### config.mk
export PLATFORM = sky130hd
export DESIGN_NAME = fetch_unit
export DESIGN_NICKNAME = d
export VERILOG_FILES = /design/src/rtl/arm_pipe_pkg.sv /design/src/rtl/fetch_queue.sv /design/src/rtl/fetch_unit.sv
export SDC_FILE = /design/constraint.sdc
export NUM_CORES = 1
export LEC_CHECK = 0
export CORE_MARGIN = 2
export CORE_UTILIZATION = 54
export DETAILED_ROUTE_END_ITERATION = 8
export PLACE_DENSITY = 0.83
export REMOVE_ABC_BUFFERS = 1
export SETUP_SLACK_MARGIN = 0.4
export SLEW_MARGIN = 25
export SYNTH_ARGS = -nofsm -noshare
export SYNTH_HDL_FRONTEND = slang
export SYNTH_SLANG_ARGS = --single-unit
### constraint.sdc
create_clock -name clk -period 7.44 [get_ports clk]
set_input_delay 1.488 -clock clk [delete_from_list [all_inputs] [get_ports clk]]
set_output_delay 1.488 -clock clk [all_outputs]
set_load 0.01 [all_outputs]
### src/rtl/arm_pipe_pkg.sv
// Shared types and defaults for the ARM-style pipeline front end.
package arm_pipe_pkg;

    localparam int          DEF_ADDR_W   = 32;
    localparam logic [31:0] DEF_RESET_PC = 32'h0000_0000;
    localparam logic [31:0] INSTR_NOP    = 32'h0000_0000;

    typedef struct packed {
        logic [31:0]           instr;
        logic [DEF_ADDR_W-1:0] pc;
    } fetch_entry_t;

endpackage

### src/rtl/fetch_queue.sv
// Prefetch FIFO of fetched {instr, pc} entries; QDEPTH must be a power of two >= 2.
module fetch_queue
    import arm_pipe_pkg::*;
#(
    parameter int QDEPTH = 2
) (
    input  logic                     clk,
    input  logic                     reset,
    input  logic                     push,
    input  fetch_entry_t             push_data,
    input  logic                     pop,
    input  logic                     flush,
    output fetch_entry_t             head,
    output logic                     full,
    output logic                     empty,
    output logic [$clog2(QDEPTH):0]  count
);

    localparam int          PW    = $clog2(QDEPTH);
    localparam logic [PW:0] DEPTH = (PW+1)'(QDEPTH);

    fetch_entry_t  mem [QDEPTH];
    logic [PW-1:0] wr_ptr;
    logic [PW-1:0] rd_ptr;
    logic [PW:0]   cnt;
    logic          do_push;
    logic          do_pop;

    assign do_pop  = pop && !flush && (cnt != '0);
    assign do_push = push && !flush && ((cnt != DEPTH) || do_pop);

    // Power-of-two depth lets the pointers wrap modulo QDEPTH on natural overflow.
    always_ff @(posedge clk or negedge reset) begin
        if (!reset) begin
            wr_ptr <= '0;
            rd_ptr <= '0;
            cnt    <= '0;
        end else if (flush) begin
            wr_ptr <= '0;
            rd_ptr <= '0;
            cnt    <= '0;
        end else begin
            if (do_push) wr_ptr <= wr_ptr + PW'(1);
            if (do_pop)  rd_ptr <= rd_ptr + PW'(1);
            case ({do_push, do_pop})
                2'b10:   cnt <= cnt + (PW+1)'(1);
                2'b01:   cnt <= cnt - (PW+1)'(1);
                default: cnt <= cnt;
            endcase
        end
    end

    // NOTE: entry storage carries no reset; pointers and count alone decide which entries are live.
    always_ff @(posedge clk) begin
        if (do_push) mem[wr_ptr] <= push_data;
    end

    assign head  = mem[rd_ptr];
    assign empty = (cnt == '0);
    assign full  = (cnt == DEPTH);
    assign count = cnt;

endmodule

### src/rtl/fetch_unit.sv
// Fetch stage: PC, request credits, redirect drop accounting, prefetch queue to IF/ID.
// Optional FETCH_PERF_CNT_EN adds saturating stall/redirect/drop counters. ADDR_W up to 32.
module fetch_unit
    import arm_pipe_pkg::*;
#(
    parameter int                ADDR_W   = DEF_ADDR_W,
    parameter logic [ADDR_W-1:0] RESET_PC = ADDR_W'(DEF_RESET_PC),
    parameter int                QDEPTH   = 2
) (
    input  logic              clk,
    input  logic              reset,
    output logic              imem_req_valid,
    input  logic              imem_req_ready,
    output logic [ADDR_W-1:0] imem_req_addr,
    input  logic              imem_rsp_valid,
    input  logic [31:0]       imem_rsp_data,
    input  logic              branch_valid,
    input  logic [ADDR_W-1:0] branch_target,
    output logic              if_valid,
    input  logic              id_ready,
    output logic [31:0]       if_instr,
    output logic [ADDR_W-1:0] if_pc,
    output logic [ADDR_W-1:0] if_pc_plus_4
`ifdef FETCH_PERF_CNT_EN
    ,
    output logic [31:0]       perf_stall_cnt,
    output logic [31:0]       perf_redirect_cnt,
    output logic [31:0]       perf_drop_cnt
`endif
);

    localparam int                CW      = $clog2(QDEPTH);
    localparam logic [CW+1:0]     CREDITS = (CW+2)'(QDEPTH);
    localparam logic [ADDR_W-1:0] STEP    = ADDR_W'(4);

    logic [ADDR_W-1:0] fetch_pc;
    logic [ADDR_W-1:0] rsp_pc;
    logic [ADDR_W-1:0] target;
    logic [CW:0]       outstanding;
    logic [CW:0]       drop_cnt;
    logic [CW:0]       q_count;
    logic              q_full;
    logic              q_empty;
    logic              accept;
    logic              rsp_ok;
    logic              push;
    logic              pop;
    logic              discard;
    logic              unused_target_bits;
    fetch_entry_t      q_head;
    fetch_entry_t      push_entry;
    fetch_entry_t      last_entry;
    fetch_entry_t      shown;

    assign target             = {branch_target[ADDR_W-1:2], 2'b00};
    assign unused_target_bits = ^branch_target[1:0];

    // Responses with nothing outstanding are protocol errors and are ignored entirely.
    assign rsp_ok  = imem_rsp_valid && (outstanding != '0);
    assign push    = rsp_ok && !branch_valid && (drop_cnt == '0);
    assign discard = rsp_ok && !push;

    assign imem_req_valid = reset && !branch_valid &&
                            (({1'b0, outstanding} + {1'b0, q_count}) < CREDITS);
    assign imem_req_addr  = fetch_pc;
    assign accept         = imem_req_valid && imem_req_ready;

    assign if_valid = !q_empty && !branch_valid;
    assign pop      = if_valid && id_ready;

    assign push_entry = '{instr: imem_rsp_data, pc: DEF_ADDR_W'(rsp_pc)};

    fetch_queue #(.QDEPTH(QDEPTH)) u_queue (
        .clk       (clk),
        .reset     (reset),
        .push      (push),
        .push_data (push_entry),
        .pop       (pop),
        .flush     (branch_valid),
        .head      (q_head),
        .full      (q_full),
        .empty     (q_empty),
        .count     (q_count)
    );

    // An empty queue keeps presenting the last instruction handed to IF/ID.
    assign shown        = q_empty ? last_entry : q_head;
    assign if_instr     = shown.instr;
    assign if_pc        = ADDR_W'(shown.pc);
    assign if_pc_plus_4 = if_pc + STEP;

    always_ff @(posedge clk or negedge reset) begin
        if (!reset) begin
            fetch_pc    <= RESET_PC;
            rsp_pc      <= RESET_PC;
            outstanding <= '0;
            drop_cnt    <= '0;
            last_entry  <= '{instr: INSTR_NOP, pc: DEF_ADDR_W'(RESET_PC)};
        end else begin
            outstanding <= outstanding + (CW+1)'(accept) - (CW+1)'(rsp_ok);
            if (branch_valid) begin
                fetch_pc <= target;
                rsp_pc   <= target;
                // outstanding already includes requests still marked for dropping, so
                // everything left in flight after this cycle's response is stale.
                drop_cnt <= outstanding - (CW+1)'(rsp_ok);
            end else begin
                if (accept) fetch_pc <= fetch_pc + STEP;
                if (push)   rsp_pc   <= rsp_pc + STEP;
                if (rsp_ok && (drop_cnt != '0)) drop_cnt <= drop_cnt - (CW+1)'(1);
            end
            if (pop) last_entry <= q_head;
        end
    end

`ifdef FETCH_PERF_CNT_EN
    always_ff @(posedge clk or negedge reset) begin
        if (!reset) begin
            perf_stall_cnt    <= '0;
            perf_redirect_cnt <= '0;
            perf_drop_cnt     <= '0;
        end else begin
            if (if_valid && !id_ready && (perf_stall_cnt != '1))
                perf_stall_cnt <= perf_stall_cnt + 32'd1;
            if (branch_valid && (perf_redirect_cnt != '1))
                perf_redirect_cnt <= perf_redirect_cnt + 32'd1;
            if (discard && (perf_drop_cnt != '1))
                perf_drop_cnt <= perf_drop_cnt + 32'd1;
        end
    end
`endif

    rsp_credit_a: assert property (@(posedge clk) disable iff (!reset)
        imem_rsp_valid |-> (outstanding != '0));
    no_overflow_a: assert property (@(posedge clk) disable iff (!reset)
        push |-> (!q_full || pop));

endmodule

-- After elaboration in Yosys (flattened, before gate mapping)
Memory sizes are Yosys's and may differ from the RTL's.
Cells that the tools add are included.
W data, S select, Z words.
- register bits: 136
- bits in writable memories: 128
- input port bits: 70
- output and inout bits: 130
- word-level logic and storage cells: 68
- memories: 1
- memory list (memory ; words ; bits a word ; read ports ; clocked after Yosys merged registers in ; write ports ; line ; RTL):
    u_queue.mem ; 2 ; 64 ; 1 ; 0 ; 1 ; fetch_queue.sv:22 ; fetch_entry_t mem [QDEPTH];
- add/sub/neg operators: 12
- magnitude comparators: 1
- eq/ne operators: 3
- multiplexer cells: 15
- reduce and logical (&&, ||, !) cells: 27
- operators with widths (cell ; count):
    $mux W32 ; 4
    $add A32 B3 Y32 const B ; 3
    $mux W64 ; 1
    $reduce_bool A2 Y1 ; 8
    $logic_and A1 B1 Y1 ; 13
    $mux W1 ; 6
    $mux W2 ; 3
    $logic_not A2 Y1 ; 2
    $pmux W2 S2 ; 1
    $sub A2 B1 Y2 ; 2
    $sub A2 B1 Y2 const B ; 2
    $add A2 B2 Y3 ; 1
    $lt A3 B2 Y1 const B ; 1
    $reduce_bool A3 Y1 ; 1
    $add A1 B1 Y1 const B ; 2
    $add A2 B1 Y2 ; 1
    $add A2 B1 Y2 const B ; 1
    $eq A2 B1 Y1 const B ; 1
    $eq A2 B2 Y1 const B ; 1
    $logic_not A1 Y1 ; 2
    $ne A2 B2 Y1 const B ; 1
    $logic_or A1 B1 Y1 ; 1

-- Depth between registers and ports, before layout
Gate-level depths: netlist of the first run.
- word-level depth: 11
- depth in mapped cells: 14
- depth with buffers taken out: 10

-- By module
From an unflattened synthesis of the first run, not the netlist that was laid out.
- cell total of the unflattened synthesis: 960
- area total of the unflattened synthesis: 12609.6 um^2
- by module, submodules not included (module ; times used ; cells each ; area each (um^2) ; sequential area each (um^2)):
    fetch_unit ; 1 ; 736 ; 7733.7 ; 3203.1
    fetch_queue ; 1 ; 224 ; 4875.9 ; 3943.8

-- Worst setup path before layout of the first run
OpenSTA, ideal clock, no wires.
- path type: in2reg
- from: input port imem_rsp_valid
- to: memory u_queue.mem[1][10] (netlist name), enable pin
- library setup time: 571 ps
- arrival: 6713 ps
- required time: 6869 ps
- setup slack: 155 ps
- stages on the path: 5
- buffers on the path: 1
- path through: o21a_1 > and2_1 > clkbuf_1 > o21ai_0 > nor3b_1
- longest elaborated chain between the ends: 7
- ends and longest elaborated chain (element ; line ; RTL):
    from (decl) ; fetch_unit.sv:15 ; input logic imem_rsp_valid,
    $logic_and A1 B1 Y1 ; fetch_unit.sv:59 ; assign rsp_ok = imem_rsp_valid && (outstanding != '0);
    $logic_and A1 B1 Y1 (2 in series) ; fetch_unit.sv:60 ; assign push = rsp_ok && !branch_valid && (drop_cnt == '0);
    $logic_and A1 B1 Y1 (2 in series) ; fetch_queue.sv:30 ; assign do_push = push && !flush && ((cnt != DEPTH) || do_pop);
    $mux W1 ; fetch_queue.sv:55 ; if (do_push) mem[wr_ptr] <= push_data;
    $mux W1 (implied by the code) ; fetch_queue.sv:55 ;
    to (decl) ; fetch_queue.sv:22 ;
No other way between the ends.

-- Final worst setup path of the first run
- from: register u_queue.cnt[1] (netlist: u_queue.count[1])
- to: output port if_pc_plus_4[12]
- longest elaborated chain between the ends: 3
- ends and longest elaborated chain (element ; line ; RTL):
    from (decl) ; fetch_queue.sv:25 ; logic [PW:0] cnt;
    from (signal assigned) ; fetch_queue.sv:46 ; 2'b10: cnt <= cnt + (PW+1)'(1);
    from (signal assigned) ; fetch_queue.sv:47 ; 2'b01: cnt <= cnt - (PW+1)'(1);
    from (signal assigned) ; fetch_queue.sv:48 ; default: cnt <= cnt;
    $logic_not A2 Y1 ; fetch_queue.sv:59 ; assign empty = (cnt == '0);
    $mux W64 ; fetch_unit.sv:87 ; assign shown = q_empty ? last_entry : q_head;
    $add A32 B3 Y32 ; fetch_unit.sv:90 ; assign if_pc_plus_4 = if_pc + STEP;
    to (decl) ; fetch_unit.sv:23 ; output logic [ADDR_W-1:0] if_pc_plus_4
No other way between the ends.

==> impl_metrics.csv, run 1 <==
group,metric,value,unit
timing,finalSetupViolCount,0,
clock_tree,clock_path_buffers,3,
global_routing,grt_max_degree,125,
yosys,synth_edf_count,124,
yosys,ys_types,57,
timing,slew-limit-headroom,41.5,%
timing,rsz0062_at_grt,"no",
route,vias_per_cell,5.58,
clock_tree,cts_resized,0,
cells_and_area,fin_nets,1277,
yosys,async_flop_share,51.2,%
global_routing,grt_usage,22.8,%
clock_tree,cts_max_level,1,
floorplanning,num_rows,54,
floorplanning,die-area,23000,um^2
floorplanning,die_x,152,um
cells_and_area,fin_util,68.2,%
clock_tree,post_cts_buffers,0,
floorplanning,core-area,21600,um^2
placed_design,place.gp.congestion,0.869,
cells_and_area,area.growth.synth_to_final,25.2,%
cells_and_area,layout-drive-gt1-share,9.60,%
clock_tree,cts_tree,"built",
timing,worst-slew-pin-transition,0.878,ns
yosys,syn_inst,1024,
timing,hold_viol_final,0,
route,drc,0,
yosys,syn_area,11800,um^2
placed_design,port_buffers,191,
clock_tree,clock-sinks,254,
setup_path,endpoint_kind,"output pin",
cells_and_area,antenna_cells,0,
yosys,synth_top_cell_by_area,"edfxtp_1",
global_routing,antenna_found_initial,0,
floorplanning,initial_core_util,54.5,%
clock_tree,clk_latency,0.53,ns
setup_path,critical_path_class,"reg2out",
cells_and_area,final.fill_count,1569,
timing,setup_tns,0,ns
setup_path,start_kind,"flip-flop",
clock_tree,cts-root-buf,"clkbuf_16",
yosys,avgSynthCellArea,11.5,um^2
yosys,synth_top_cells_by_area,"edfxtp_1 (32%), dfrtp_1 (28%), mux2i_1 (5.4%), nand2_1 (4.1%), o21ai_0 (4.0%)",
global_routing,grt-ovfl-total,0,
setup_path,path_max_fanout,63,
route,vias,8362,
timing,drv_slew,0,
placed_design,hpwl,17100,um
setup_path,cp.required,5.95,ns
run_status,status,"complete, no violations",
timing,fin_crit_sh,79.3,%
yosys,yosysSeqAreaShare,59.2,%
setup_path,crit_slowest_cell,"buf_4",
timing,max_freq,169,MHz
pwr,powerDensity,344,nW/um^2
hold_path,worstHoldPathType,"reg2reg",
clock_tree,path_clk_slew,0.06,ns
clock_tree,cts_hold_buffers,0,
pwr,max-vdd-ir-drop,157,uV
setup_path,worstPathArrival,4.41,ns
setup_path,critPathBufInv,3,
route,drt_iter0_markers,514,
run,drv_cap,0,
setup_path,critPathMaxStageDelay,0.64,ns
yosys,synth_top_flop_cell,"dfrtp_1",
route,wl_per_cell,17.6,um
route,drt-total-wl,26300,um
setup_path,cpMostUsedCell,"buf_4",
yosys,synth.top_cells.by_count,"dfrtp_1 (130), nand2_1 (130), edfxtp_1 (124), o21ai_0 (94), mux2i_1 (63)",
yosys,synth_top_area_share,31.6,%
pwr,p_leak,5.51,nW
floorplanning,dieHeight,152,um
global_routing,grt_pass1_vias,8327,
yosys,ys_ff_latch,254,
floorplanning,io_pins,200,
setup_path,cp_top_family,"buffers and inverters",
route,ant_nets,0,
timing,post-route-min-period,5.90,ns
setup_path,cp_cell_sequence,"buf_4 -> or2_4 -> buf_4 -> a21oi_1 -> ha_1 -> and3_1 -> nand2_1 -> nor3_1 -> xnor2_1 -> clkdlybuf4s50_1",
timing,skew,0.0249,ns
global_routing,grt_pass1_wl,41900,um
route,dr.pass1.iters,5,
clock_tree,numCtsBuffers,26,
yosys,ys_warn_count,0,
==> per-stage QoR <==
stage	setup WS, ns	std cells	power [mW]	instance area (um^2)	hold WS, ns
2_1_floorplan	0.252	970	2.84	11500	0.451
3_3_place_gp	2.16	1451	3.71	13800	0.462
3_5_place_dp	2.11	1451	3.77	13800	0.470
4_1_cts	1.53	1499	5.11	14700	0.485
5_1_grt	1.26	1499	5.36	14700	0.500
6_report	1.54	1499	5.07	14700	0.478
==> tightest hold or removal path, delay by kind of cell, from the launching register on <==
family | cells | cell delay [ns]
and+or+nand+nor | 1 | 0.04
DFF | 1 | 0.34
AOI/OAI and AO/OA | 1 | 0.06
==> routing by layer <==
| layer | share of wire (%) | wire, um | global-route usage [%] | up-vias |
|---|---|---|---|---|
| met4 | 2.0 | 514 | 5.88 | 0 |
| li1 | - | - | - | 3997 |
| met1 | 43 | 11200 | 30.3 | 4086 |
| met5 | 0 | 0 | 0 | - |
| met2 | 50 | 13000 | 39.6 | 237 |
| met3 | 5.9 | 1550 | 3.35 | 42 |
==> final timing paths <==
| kind | start | end | slack, ns | cells after the start |
|---|---|---|---|---|
| max | u_queue.count[1] | if_pc_plus_4[12] | 1.54 | 10 |
| min | last_entry[42] | last_entry[42] | 0.48 | 2 |
| max reg2reg | u_queue.count[0] | imem_req_addr[26] | 3.46 | 10 |
| min reg2reg | last_entry[42] | last_entry[42] | 0.48 | 2 |
| max in group asynchronous | reset | last_entry[48] | 5.16 | 2 |
| min in group asynchronous | reset | imem_req_addr[5] | 0.99 | 1 |
==> placed cells by master (no fill, tap or decap), drive strengths merged, types with 2 or more instances in the layout <==
master / netlist / routed
o221ai: 2 / 2
clkbuf: 26 / 35
a21o: 9 / 9
mux2i: 63 / 63
nor4b: 2 / 2
clkinv: 0 / 8
and2: 8 / 8
nand4: 20 / 20
o211ai: 7 / 7
nor2b: 2 / 2
o311ai: 7 / 7
o21ai: 94 / 94
nand3: 32 / 32
nor2: 59 / 59
buf: 33 / 11
nor3: 39 / 39
and4: 7 / 7
a31oi: 3 / 3
clkdlybuf4s50: 0 / 190
and3: 12 / 12
conb: 1 / 6
and4bb: 2 / 2
nor4: 9 / 9
a21oi: 64 / 64
clkinvlp: 0 / 2
xor2: 34 / 34
inv: 22 / 22
or2: 4 / 4
nand2: 130 / 130
mux2: 21 / 21
xnor2: 40 / 40
edfxtp: 124 / 124
bufinv: 0 / 3
dfrtp: 130 / 130
ha: 7 / 7
==> state kept, by name, indices dropped and copies added, names as in the netlist <==
signal	cells
last_entry	62
outstanding	2
u_queue.mem	124
u_queue.wr_ptr	1
imem_req_addr	30
drop_cnt	2
u_queue.rd_ptr	1
rsp_pc	30
u_queue.count	2
==> layout make-up <==
| cell class | count | area, um^2 | share of cell area [%] |
|---|---|---|---|
| flip-flops and latches | 254 | 6980 | 47.3 |
| clock buffers | 35 | 734 | 4.98 |
| inverters | 22 | 82.6 | 0.560 |
| multi-input cells | 694 | 4450 | 30.2 |
| repair buffers | 201 | 1990 | 13.5 |
| well taps | 280 | 350 | 2.38 |
| clock inverters | 13 | 159 | 1.08 |
==> kinds of logic after synthesis <==
family,Yosys count,synth area share (%)
other,1,0.0318
muxes,84,7.36
adders and majority gates,8,0.914
buffers and inverters,81,3.35
and+or+nand+nor,331,14.1
AOI/OAI and AO/OA,191,9.48
DFF,254,59.2
xor gates and xnor gates,74,5.50
==> report_power, final <==
group          total (mW)  switching, mW  internal [mW]
clock network        1.32          0.525          0.799
registers            1.91          0.171           1.74
logic                1.83          0.916          0.917
total                5.07           1.61           3.46
(Power assumes the default switching activity.)
==> run 2: changes to the inputs <==
--- a/config.mk
+++ b/config.mk
@@ -6,9 +6,9 @@
 export NUM_CORES = 1
 export LEC_CHECK = 0
 export CORE_MARGIN = 2
-export CORE_UTILIZATION = 54
+export CORE_UTILIZATION = 48
 export DETAILED_ROUTE_END_ITERATION = 8
-export PLACE_DENSITY = 0.83
+export PLACE_DENSITY = 0.78
 export REMOVE_ABC_BUFFERS = 1
 export SETUP_SLACK_MARGIN = 0.4
 export SLEW_MARGIN = 25
==> constraint.sdc (replaced) <==
create_clock -name clk -period 4.9 [get_ports clk]
set_input_delay 0.98 -clock clk [delete_from_list [all_inputs] [get_ports clk]]
set_output_delay 0.98 -clock clk [all_outputs]
set_load 0.01 [all_outputs]
==> run 2 against run 1 <==
Wire length grew 3.2%. Global-route usage is 2.2 points lower. Via count up 1.1%. Design area increased by 2.9%. Final cell count increased by 4.1%. Clock skew fell by 0.0092 ns.
==> impl_metrics.csv, run 2 (synthesis gave the netlist of run 1 again) <==
group,metric,value,unit
run_status,status,"complete, no violations",
pwr,power,8.02,mW
clock_tree,numCtsBuffers,27,
placed_design,dp.cells,1502,
floorplanning,num_rows,57,
floorplanning,dieHeight,161,um
timing,fin_crit_sh,90.2,%
floorplanning,die_x,161,um
cells_and_area,layout_commonest_cell,"clkdlybuf4s50_1",
clock_tree,clock-sinks,254,
floorplanning,io_pins,200,
route,vias,8455,
run,drv_cap,0,
route,vias_per_cell,5.42,
timing,worst-slew-pin-transition,0.810,ns
pwr,max-vdd-ir-drop,253,uV
setup_path,start_kind,"flip-flop",
placed_design,hpwl,18200,um
setup_path,crit_start,"u_queue.count[1]",
cells_and_area,fin_util,62.7,%
route,wl_per_cell,17.4,um
cells_and_area,antenna_cells,0,
setup_path,critical_path_class,"reg2out",
setup_path,path_max_fanout,35,
clock_tree,cts_hold_buffers,0,
route,dr.pass1.iters,5,
setup_path,reg2reg_from,"u_queue.count[0]",
pwr,p_leak,5.73,nW
floorplanning,die-area,25800,um^2
clock_tree,clk_latency,0.54,ns
timing,slew-limit-headroom,45.8,%
placed_design,port_buffers,191,
placed_design,place.gp.congestion,0.880,
clock_tree,cts_max_level,1,
timing,skew,0.0157,ns
timing,hold_viol_final,0,
hold_path,worstHoldPathType,"in2async",
floorplanning,initial_core_util,48.7,%
cells_and_area,regMostFlops,"u_queue.mem",
route,drt_iter0_markers,587,
timing,timing.final.ws_setup,0.482,ns
pwr,powerDensity,529,nW/um^2
timing,rsz0062_at_grt,"yes",
global_routing,grt_pass1_wl,42900,um
clock_tree,clock_path_buffers,3,
timing,post-route-min-period,4.42,ns
clock_tree,cts_tree,"built",
route,drt-total-wl,27200,um
setup_path,cp.required,3.92,ns
cells_and_area,area.growth.synth_to_final,28.8,%
route,drc,0,
global_routing,grt_max_degree,125,
placed_design,place_ws,0.827,ns
floorplanning,core-area,24200,um^2
cells_and_area,layout-drive-gt1-share,11.6,%
timing,max_freq,226,MHz
route,ant_nets,0,
timing,finalSetupViolCount,0,
clock_tree,cts-root-buf,"clkbuf_16",
global_routing,grt_pass1_vias,8330,
cells_and_area,final_cells,1560,
cells_and_area,fin_nets,1293,
clock_tree,path_clk_slew,0.06,ns
setup_path,worstPathArrival,3.44,ns
cells_and_area,largest_register_ffs,124,
cells_and_area,layout_common_cells,"clkdlybuf4s50_1 (190), dfrtp_1 (129), nand2_1 (127)",
global_routing,grt-ovfl-total,0,
global_routing,antenna_found_initial,0,
global_routing,grt_usage,20.6,%
timing,drv_slew,0,
cells_and_area,top_regs,"u_queue.mem (124), last_entry (62)",
setup_path,endpoint_kind,"output pin",
run 2: changes by cell type in the layout (fill, tap and decap cells not counted), moves of 3 or more:
cell / previous run / this run
buf_12: 0 / 3
nor4_4: 0 / 5
nor4_2: 9 / 4
buf_4: 10 / 17
clkinv_2: 5 / 2
bufinv_16: 3 / 6
run 2: final cells by class:
type / count / area, um^2
clock inverters: 12 / 236
inverters: 22 / 82.6
multi-input cells: 695 / 4550
repair buffers: 215 / 2140
clock buffers: 38 / 767
fillers: 1849 / 9010
well taps: 324 / 405
flip-flops and latches: 254 / 6980
run 2: power breakdown:
group	internal (mW)	switching, mW
sequential	2.64	0.241
combinational	1.44	1.45
clock	1.42	0.834
run 2: stage by stage:
step,cell area [um^2],hold WS [ns],TNS (ns)
2_1_floorplan,11500,0.451,-197.58
3_3_place_gp,14000,0.462,0
3_5_place_dp,14000,0.471,0
4_1_cts,15000,0.399,0
5_1_grt,15200,0.424,0
6_report,15200,0.385,0
run 2: layer usage:
| metal | track usage (%) | up-vias | share of wire, % |
|---|---|---|---|
| met5 | 0 | - | 0 |
| met4 | 5.94 | 0 | 2.4 |
| met3 | 2.82 | 46 | 4.4 |
| met2 | 35.6 | 222 | 50 |
| met1 | 27.3 | 4138 | 43 |
| li1 | - | 4049 | - |
run 2: worst paths after layout:
path | slack [ns] | depth (start not counted) | endpoint
setup / recovery | 0.48 | 8 | if_pc_plus_4[31]
hold / removal | 0.39 | 1 | imem_req_addr[2]
setup reg to reg | 1.35 | 11 | imem_req_addr[26]
hold reg to reg | 0.48 | 2 | last_entry[29]
max in group asynchronous | 3.27 | 3 | last_entry[43]
min in group clk | 0.48 | 2 | last_entry[29]
run 2: worst max-delay path, stage by stage, from the launching register on:
cell and delay [ns]:
dfrtp_1 0.40, or2_4 0.35, buf_8 0.22, a21o_1 0.22, and4bb_4 0.39, nand3_2 0.22, nor4_4 0.35, xor2_1 0.18
clkdlybuf4s50_1 0.56
run 2: timing repair:
item | in CTS | in global routing
buffers inserted | 1 | 6
endpoints found under the hold margin | 0 | 0
resized for setup | 4 | 22
setup endpoints to repair | 14 | 14
pin swaps | 1 | 4
gates cloned | 0 | 1
==> run 3: changes to the inputs <==
--- a/config.mk
+++ b/config.mk
@@ -5,7 +5,7 @@
 export SDC_FILE = /design/constraint.sdc
 export NUM_CORES = 1
 export LEC_CHECK = 0
-export CORE_MARGIN = 2
+export CORE_MARGIN = 8
 export CORE_UTILIZATION = 48
 export DETAILED_ROUTE_END_ITERATION = 8
 export PLACE_DENSITY = 0.78
==> run 3 against run 2 <==
Critical path depth stayed put. Count of clock-buffer cells in the layout is 3 higher. Clock skew is 0.0063 ns lower. Final cell count is 0.45% lower. Sequential share of layout area is 0.71 points higher. Sequential power hardly changed. Hold slack better by 0.095 ns. Wire length is 2.9% higher. Global-route usage is 2.5 points lower. Via count hardly changed. Critical path type unchanged.
==> impl_metrics.csv, run 3 (synthesis gave the netlist of run 1 again) <==
group,metric,value,unit
run_status,status,"complete, no violations",
route,vias_per_cell,5.44,
global_routing,antenna_found_initial,0,
placed_design,port_buffers,191,
route,wl_met1,12000,um
global_routing,grt_pass1_vias,8515,
setup_path,path_max_fanout,11,
setup_path,worstPathArrival,3.40,ns
clock_tree,path_clk_slew,0.06,ns
cells_and_area,final_cells,1553,
cells_and_area,area.growth.synth_to_final,26.9,%
timing,timing.final.ws_setup,0.523,ns
cells_and_area,fin_nets,1287,
route,wl_per_cell,18.0,um
pwr,power,7.67,mW
floorplanning,die-area,29800,um^2
timing,setup_tns,0,ns
cells_and_area,layout_common_cells,"clkdlybuf4s50_1 (190), dfrtp_1 (129), nand2_1 (128)",
setup_path,critical_path_class,"reg2out",
clock_tree,clk_latency,0.52,ns
timing,drv_slew,0,
timing,skew,0.00940,ns
timing,finalSetupViolCount,0,
clock_tree,cts-root-buf,"clkbuf_16",
placed_design,place_ws,0.703,ns
setup_path,start_kind,"flip-flop",
timing,post-route-min-period,4.38,ns
timing,max_freq,228,MHz
clock_tree,numCtsBuffers,26,
route,ant_nets,0,
floorplanning,dieHeight,173,um
setup_path,endpoint_kind,"output pin",
floorplanning,die_x,173,um
global_routing,grt_max_degree,110,
run,drv_cap,0,
placed_design,hpwl,18900,um
clock_tree,clock_path_buffers,3,
timing,slew-limit-headroom,36.4,%
route,drc,0,
cells_and_area,fin_util,61.8,%
timing,hold_ws,0.480,ns
timing,worst-slew-pin-transition,0.954,ns
setup_path,critPathBufInv,2,
setup_path,cp_top_family,"simple AND/OR/NAND/NOR gates",
placed_design,place.gp.congestion,0.837,
route,dr.pass1.iters,7,
setup_path,critPathMaxStageDelay,0.60,ns
route,wl_met2,13500,um
global_routing,grt-ovfl-total,0,
setup_path,crit_slowest_cell,"dfrtp_4",
cells_and_area,antenna_cells,0,
pwr,p_leak,5.56,nW
floorplanning,num_rows,57,
route,drt-total-wl,28000,um
cells_and_area,fin_area,14900,um^2
route,vias,8453,
setup_path,cp_cell_sequence,"buf_12 -> mux2i_1 -> a21oi_2 -> and4bb_4 -> nand3_4 -> nor4_2 -> xor2_1 -> clkdlybuf4s50_1",
pwr,powerDensity,514,nW/um^2
clock_tree,clock-sinks,254,
global_routing,grt_pass1_wl,44700,um
route,dr_wl_met3,1720,um
route,drt_iter0_markers,654,
clock_tree,cts_tree,"built",
cells_and_area,largest_register_ffs,124,
cells_and_area,layout-drive-gt1-share,10.6,%
cells_and_area,regMostFlops,"u_queue.mem",
floorplanning,core-area,24200,um^2
timing,hold_viol_final,0,
setup_path,cp.required,3.92,ns
pwr,max-vdd-ir-drop,205,uV
floorplanning,initial_core_util,48.7,%
floorplanning,io_pins,200,
cells_and_area,top_regs,"u_queue.mem (124), last_entry (62)",
timing,rsz0062_at_grt,"no",
hold_path,worstHoldPathType,"reg2reg",
clock_tree,cts_max_level,1,
timing,fin_crit_sh,89.3,%
cells_and_area,layout_commonest_cell,"clkdlybuf4s50_1",
placed_design,postPlaceCellArea,13900,um^2
route,highest_layer,"met4",
global_routing,grt_usage,18.1,%
placed_design,dp.cells,1498,
[run 3: worst paths after layout]
path	slack, ns	end	startpoint	cells past startpoint
max	0.52	if_pc_plus_4[29]	u_queue.rd_ptr	8
min	0.48	last_entry[17]	last_entry[17]	2
max reg2reg	1.42	imem_req_addr[26]	u_queue.count[0]	11
min reg2reg	0.48	last_entry[17]	last_entry[17]	2
max in group asynchronous	2.75	u_queue.rd_ptr	reset	3
min in group asynchronous	0.62	outstanding[0]	reset	2
[run 3: worst min-delay path, stage by stage, from the launching register on]
cell and delay (ns):
dfrtp_1 0.34, nand2_1 0.05, o21ai_0 0.06
[run 3: layer usage]
| metal | up-vias | GRT usage (%) |
|---|---|---|
| li1 | 4033 | - |
| met1 | 4106 | 23.1 |
| met2 | 267 | 30.2 |
| met3 | 47 | 3.51 |
| met4 | 0 | 6.60 |
| met5 | - | 0 |
[run 3: cell type report]
cell class,count,area (um^2)
well taps,324,405
repair buffers,211,2150
multi-input cells,694,4490
clock inverters,7,42.5
flip-flops and latches,254,6980
clock buffers,41,788
inverters,22,82.6
fillers,1882,9240
[run 3: repair_timing]
item                                    4_1_cts  5_1_grt
endpoints found under the setup margin       17       13
setup buffers                                 1        6
resized for setup                             1       13
hold buffers                                  0        0
pin swaps                                     0        3
[run 3: where the power goes]
part / switching, mW / internal, mW
Sequential: 0.244 / 2.64
Combinational: 1.46 / 1.44
Clock: 0.788 / 1.10
